$ cat src/rtl/sram_port_arbiter.sv
// Round-robin arbiter sharing one single-port SRAM between NumPorts req/gnt requesters.
// Optional per-port bus locking is compiled in with `define SRAM_ARB_LOCK_EN.
module sram_port_arbiter #(
    parameter int NumPorts      = 2,
    parameter int AddrWidth     = 13,
    parameter int DataWidth     = 64,
    parameter int MaxLockCycles = 16
) (
    input  logic                            clk_i,
    input  logic                            rst_ni,
    input  logic [NumPorts-1:0]             req_i,
    input  logic [NumPorts-1:0]             we_i,
    input  logic [NumPorts*AddrWidth-1:0]   addr_i,
    input  logic [NumPorts*DataWidth-1:0]   wdata_i,
    input  logic [NumPorts*DataWidth/8-1:0] be_i,
`ifdef SRAM_ARB_LOCK_EN
    input  logic [NumPorts-1:0]             lock_i,
`endif
    output logic [NumPorts-1:0]             gnt_o,
    output logic [NumPorts-1:0]             rvalid_o,
    output logic [DataWidth-1:0]            rdata_o,
    output logic                            mem_req_o,
    output logic                            mem_we_o,
    output logic [AddrWidth-1:0]            mem_addr_o,
    output logic [DataWidth-1:0]            mem_wdata_o,
    output logic [DataWidth/8-1:0]          mem_be_o,
    input  logic [DataWidth-1:0]            mem_rdata_i
);
    localparam int BeWidth = DataWidth / 8;
    localparam int PtrW    = (NumPorts > 1) ? $clog2(NumPorts) : 1;

    logic [PtrW-1:0]     rr_ptr_q, rr_ptr_d;
    logic [PtrW-1:0]     win_idx;
    logic [PtrW-1:0]     rid_q;
    logic                rvalid_q;
    logic                any_gnt;
    logic [NumPorts-1:0] eligible;
    int unsigned         cand;

`ifdef SRAM_ARB_LOCK_EN
    localparam int CntW = $clog2(MaxLockCycles + 1);

    typedef enum logic {IDLE, LOCKED} lock_state_e;

    lock_state_e     state_q, state_d;
    logic [PtrW-1:0] owner_q, owner_d;
    logic [CntW-1:0] cnt_q, cnt_d;
    logic            locked;

    // An owner dropping lock_i releases the bus in the same cycle.
    assign locked   = (state_q == LOCKED) && lock_i[owner_q];
    assign eligible = locked ? (NumPorts'(1) << owner_q) : '1;

    always_comb begin
        state_d = state_q;
        owner_d = owner_q;
        cnt_d   = cnt_q;
        if (state_q == LOCKED && !lock_i[owner_q]) begin
            state_d = IDLE;
            cnt_d   = '0;
        end
        if (any_gnt) begin
            if (locked) begin
                cnt_d = cnt_q + 1'b1;
                if (cnt_d == CntW'(MaxLockCycles)) begin
                    state_d = IDLE;
                    cnt_d   = '0;
                end
            end else if (lock_i[win_idx] && MaxLockCycles > 1) begin
                state_d = LOCKED;
                owner_d = win_idx;
                cnt_d   = CntW'(1);
            end
        end
    end

    always_ff @(posedge clk_i or negedge rst_ni) begin
        if (!rst_ni) begin
            state_q <= IDLE;
            owner_q <= '0;
            cnt_q   <= '0;
        end else begin
            state_q <= state_d;
            owner_q <= owner_d;
            cnt_q   <= cnt_d;
        end
    end
`else
    assign eligible = '1;
`endif

    // NOTE: every always_comb output gets a default before any branch so no latch is inferred.
    always_comb begin
        gnt_o   = '0;
        any_gnt = 1'b0;
        win_idx = '0;
        cand    = 0;
        for (int i = 0; i < NumPorts; i++) begin
            cand = int'(rr_ptr_q) + i;
            if (cand >= NumPorts) cand = cand - NumPorts;
            if (!any_gnt && rst_ni && req_i[cand] && eligible[cand]) begin
                gnt_o[cand] = 1'b1;
                win_idx     = PtrW'(cand);
                any_gnt     = 1'b1;
            end
        end
    end

    always_comb begin
        rr_ptr_d = rr_ptr_q;
        if (any_gnt)
            rr_ptr_d = (int'(win_idx) == NumPorts - 1) ? '0 : win_idx + 1'b1;
    end

    assign mem_req_o   = any_gnt;
    assign mem_we_o    = any_gnt && we_i[win_idx];
    assign mem_addr_o  = addr_i[win_idx*AddrWidth +: AddrWidth];
    assign mem_wdata_o = wdata_i[win_idx*DataWidth +: DataWidth];
    assign mem_be_o    = be_i[win_idx*BeWidth +: BeWidth];

    // NOTE: sequential state uses non-blocking assignments so every flop samples pre-edge values.
    always_ff @(posedge clk_i or negedge rst_ni) begin
        if (!rst_ni) begin
            rr_ptr_q <= '0;
            rvalid_q <= 1'b0;
            rid_q    <= '0;
        end else begin
            rr_ptr_q <= rr_ptr_d;
            rvalid_q <= any_gnt;
            rid_q    <= win_idx;
        end
    end

    assign rvalid_o = rvalid_q ? (NumPorts'(1) << rid_q) : '0;
    assign rdata_o  = mem_rdata_i;

endmodule
$ cat config.mk
export PLATFORM = sky130hd
export DESIGN_NAME = sram_port_arbiter
export DESIGN_NICKNAME = d
export VERILOG_FILES = /design/src/rtl/sram_port_arbiter.sv
export SDC_FILE = /design/constraint.sdc
export NUM_CORES = 1
export LEC_CHECK = 0
export ABC_AREA = 1
export CAP_MARGIN = 10
export CORE_AREA = 2 2 154 156
export DETAILED_ROUTE_END_ITERATION = 10
export DIE_AREA = 0 0 156 158
export DONT_BUFFER_PORTS = 1
export GPL_TIMING_DRIVEN = 1
export SLEW_MARGIN = 20
export SYNTH_ARGS = -nofsm -noshare
export SYNTH_HDL_FRONTEND = slang
export SYNTH_SLANG_ARGS = --single-unit
$ cat constraint.sdc
create_clock -name clk_i -period 1.1 [get_ports clk_i]
set_input_delay 0.055 -clock clk_i [delete_from_list [all_inputs] [get_ports clk_i]]
set_output_delay 0.055 -clock clk_i [all_outputs]
set_load 0.005 [all_outputs]
==> results.md <==
- Run status: finished with violations
- Failing checks: setup timing
- Delay-heaviest family, CP: buffers and inverters
- Max Cap Viol: 0
- DP Worst Slack: -0.1308 ns
- H-tree Lvls: 1
- Rel. slew slack: 82.26%
- First-pass GRT wire length: 12140 µm
- Worst-path fanout max: 5
- Pwr Density: 708.0 nW/µm²
- CP bufs+invs: 4
- Mapped Cells: 361
- Final Hold Viols: 0
- Num CTS Buffers: 3
- Core area: 23050 µm²
- DRC Markers: 0
- Die width: 156 µm
- Sink Count: 3
- Post-route insts no fill: 598
- CP Capture Type: primary output
- CTS root buf: clkbuf_16
- Leakage Power: 1.254 nW
- Number of global-route vias before repair: 1933
- Syn_area_per_cell: 4.773 µm²
- Max Slew Vio Count: 0
- Clk_skew: 0.002037 ns
- Pwr Total: 1.720 mW
- HPWL after DPL: 6758 µm
- Starting DRT DRC Count: 116
- Worst EP required: 1.04 ns
- Die Y: 158 µm
- Cell row count: 56
- Critical path arrival: 1.36 ns
- Layout cells sized above 1: 37.66%
- Worst Hold Class: in2async
- Syn. warnings: 0
- Peak Freq: 706.4 MHz
- Critical-path cell list: inv_2 -> nand2_4 -> nand2_4 -> buf_12 -> buf_6 -> clkbuf_16 -> nand2_1 -> nand2_1
- Library cells used by synthesis: 14
- Total global-route track usage: 6.995%
- Leading cell type in the layout, fill and taps excluded: nand2_1
- Fillers: 2665
- Most frequent cells in the layout: 182 x nand2_1, 54 x nand2_2, 27 x nand2_4
- Startpoint Class: flop
- Mapped Area: 1723 µm²
- Footprint of the multi-input gates: 1359 µm²
- Routed WL: 10410 µm
- Fin crit period: 1.416 ns
- Setup Viol. Count Final: 88
- DR vias/cell: 3.452
- Register Area: 75.07 µm²
- Hold Slack: 0.08590 ns
- Post-layout util: 10.54%
- Post-route ant nets: 0
- Unrepaired setup endpoints after global routing: true
- CTS tree: yes
- Port buffer count: 0
- GPL Wtd Cong: 0.7464
- Sequential cell area fraction in the yosys report: 4.357%
- Largest net degree at the start of global routing: 21
- Worst-Skew Late Latency: 0.22 ns
- Remaining global-route overflow: 0
- Fin nets: 549
- Die ar.: 24650 µm²
- Dpl cells: 578
- Layout area overhead: 41.03%
- Peak supply drop: 0.0003289 V
- Flops & latches, synth: 3
- Initial antenna violation count: 1
- # diodes: 0
- Starting Density: 7.474%
- Detailed Routing Iterations Pass 1: 4
- Post-synthesis net count: 601
- Final setup margin: -0.3155 ns
- Worst slew pin tran: 0.2651 ns
- CP peak stage delay: 0.37 ns
- Routed length per instance: 17.40 µm
- Slowest stage cell, crit path: dfrtp_1
- Clock Tree Buf Depth: 2
- Vias: 2064
- Reg clk slew, reported paths: 0.03 ns
- I/O Pins: 395
- Period utilization: 128.7%
- WS Path Type: reg2out
-- metal layers --
layer  GRT usage (%)  up-vias  part of all wire, %
met2           13.67      218                   50
met4           3.670        2                  4.9
met1           6.311      905                   34
li1                -      897                    -
met3           2.464       42                   11
met5               0        -                 0.12
-- Yosys cell counts --
library cell | number | area share, %
buf_2 | 7 | 2.0
o21ai_0 | 1 | 0.29
clkbuf_1 | 5 | 1.1
nand2_2 | 1 | 0.36
nand2_4 | 1 | 0.65
nand2_1 | 261 | 57
a21oi_1 | 1 | 0.29
inv_2 | 2 | 0.44
buf_6 | 5 | 3.3
nand3_1 | 1 | 0.29
dfrtp_1 | 3 | 4.4
inv_1 | 6 | 1.3
buf_4 | 65 | 28
nor2_1 | 2 | 0.44
-- metrics by stage --
stage	TNS [ns]	area [µm²]
finish	-22.68	2430
global route	-28.30	2430
global placement	-2.643	1593
detailed placement	-3.502	1593
floorplan	0	1723
CTS	-24.04	2326
-- path summary, 6_finish.rpt --
path,from,to,slack [ns],cells after the start
worst max-delay path,rr_ptr_q$_DFFE_PN0P_,mem_wdata_o[40],-0.32,8
worst min-delay path,rst_ni,rr_ptr_q$_DFFE_PN0P_,0.09,1
worst max register to register,rr_ptr_q$_DFFE_PN0P_,rr_ptr_q$_DFFE_PN0P_,0.02,7
worst min register to register,rr_ptr_q$_DFFE_PN0P_,rr_ptr_q$_DFFE_PN0P_,0.57,2
max in group asynchronous,rst_ni,rid_q$_DFF_PN0_,0.87,1
min in group clk_i,mem_rdata_i[60],rdata_o[60],0.11,0
-- final cells by class --
type | instances | share of cell area, %
Tap cell | 290 | 14.93
Clock buffer | 4 | 3.244
Sequential cell | 3 | 3.090
Multi-Input combinational cell | 268 | 55.92
Inverter | 8 | 1.905
Timing Repair Buffer | 25 | 20.91
-- state kept, by name (all words and copies together) (netlist names) --
signal    cells
rid_q         1
rvalid_q      1
rr_ptr_q      1
-- kinds of logic after synthesis --
kind of cell / share of synthesized area, %
buf+inv: 36.46
flops: 4.357
simple gates: 58.61
compound gates: 0.5804
-- power breakdown --
| part | internal [mW] | switching, mW | total (mW) |
|---|---|---|---|
| combinational | 0.432 | 0.592 | 1.02 |
| sequential | 0.121 | 0.00546 | 0.127 |
| clock | 0.478 | 0.0916 | 0.569 |
| total | 1.03 | 0.689 | 1.72 |
-- what timing repair did --
action	in CTS	in global routing
gates resized for setup	116	24
pin swaps	12	10
buffers inserted	4	1
endpoints found under the setup margin	89	90
hold buffers	1	0
cloned	9	2
endpoints found under the hold margin	3	0
Power figures use the tool's default switching activity.
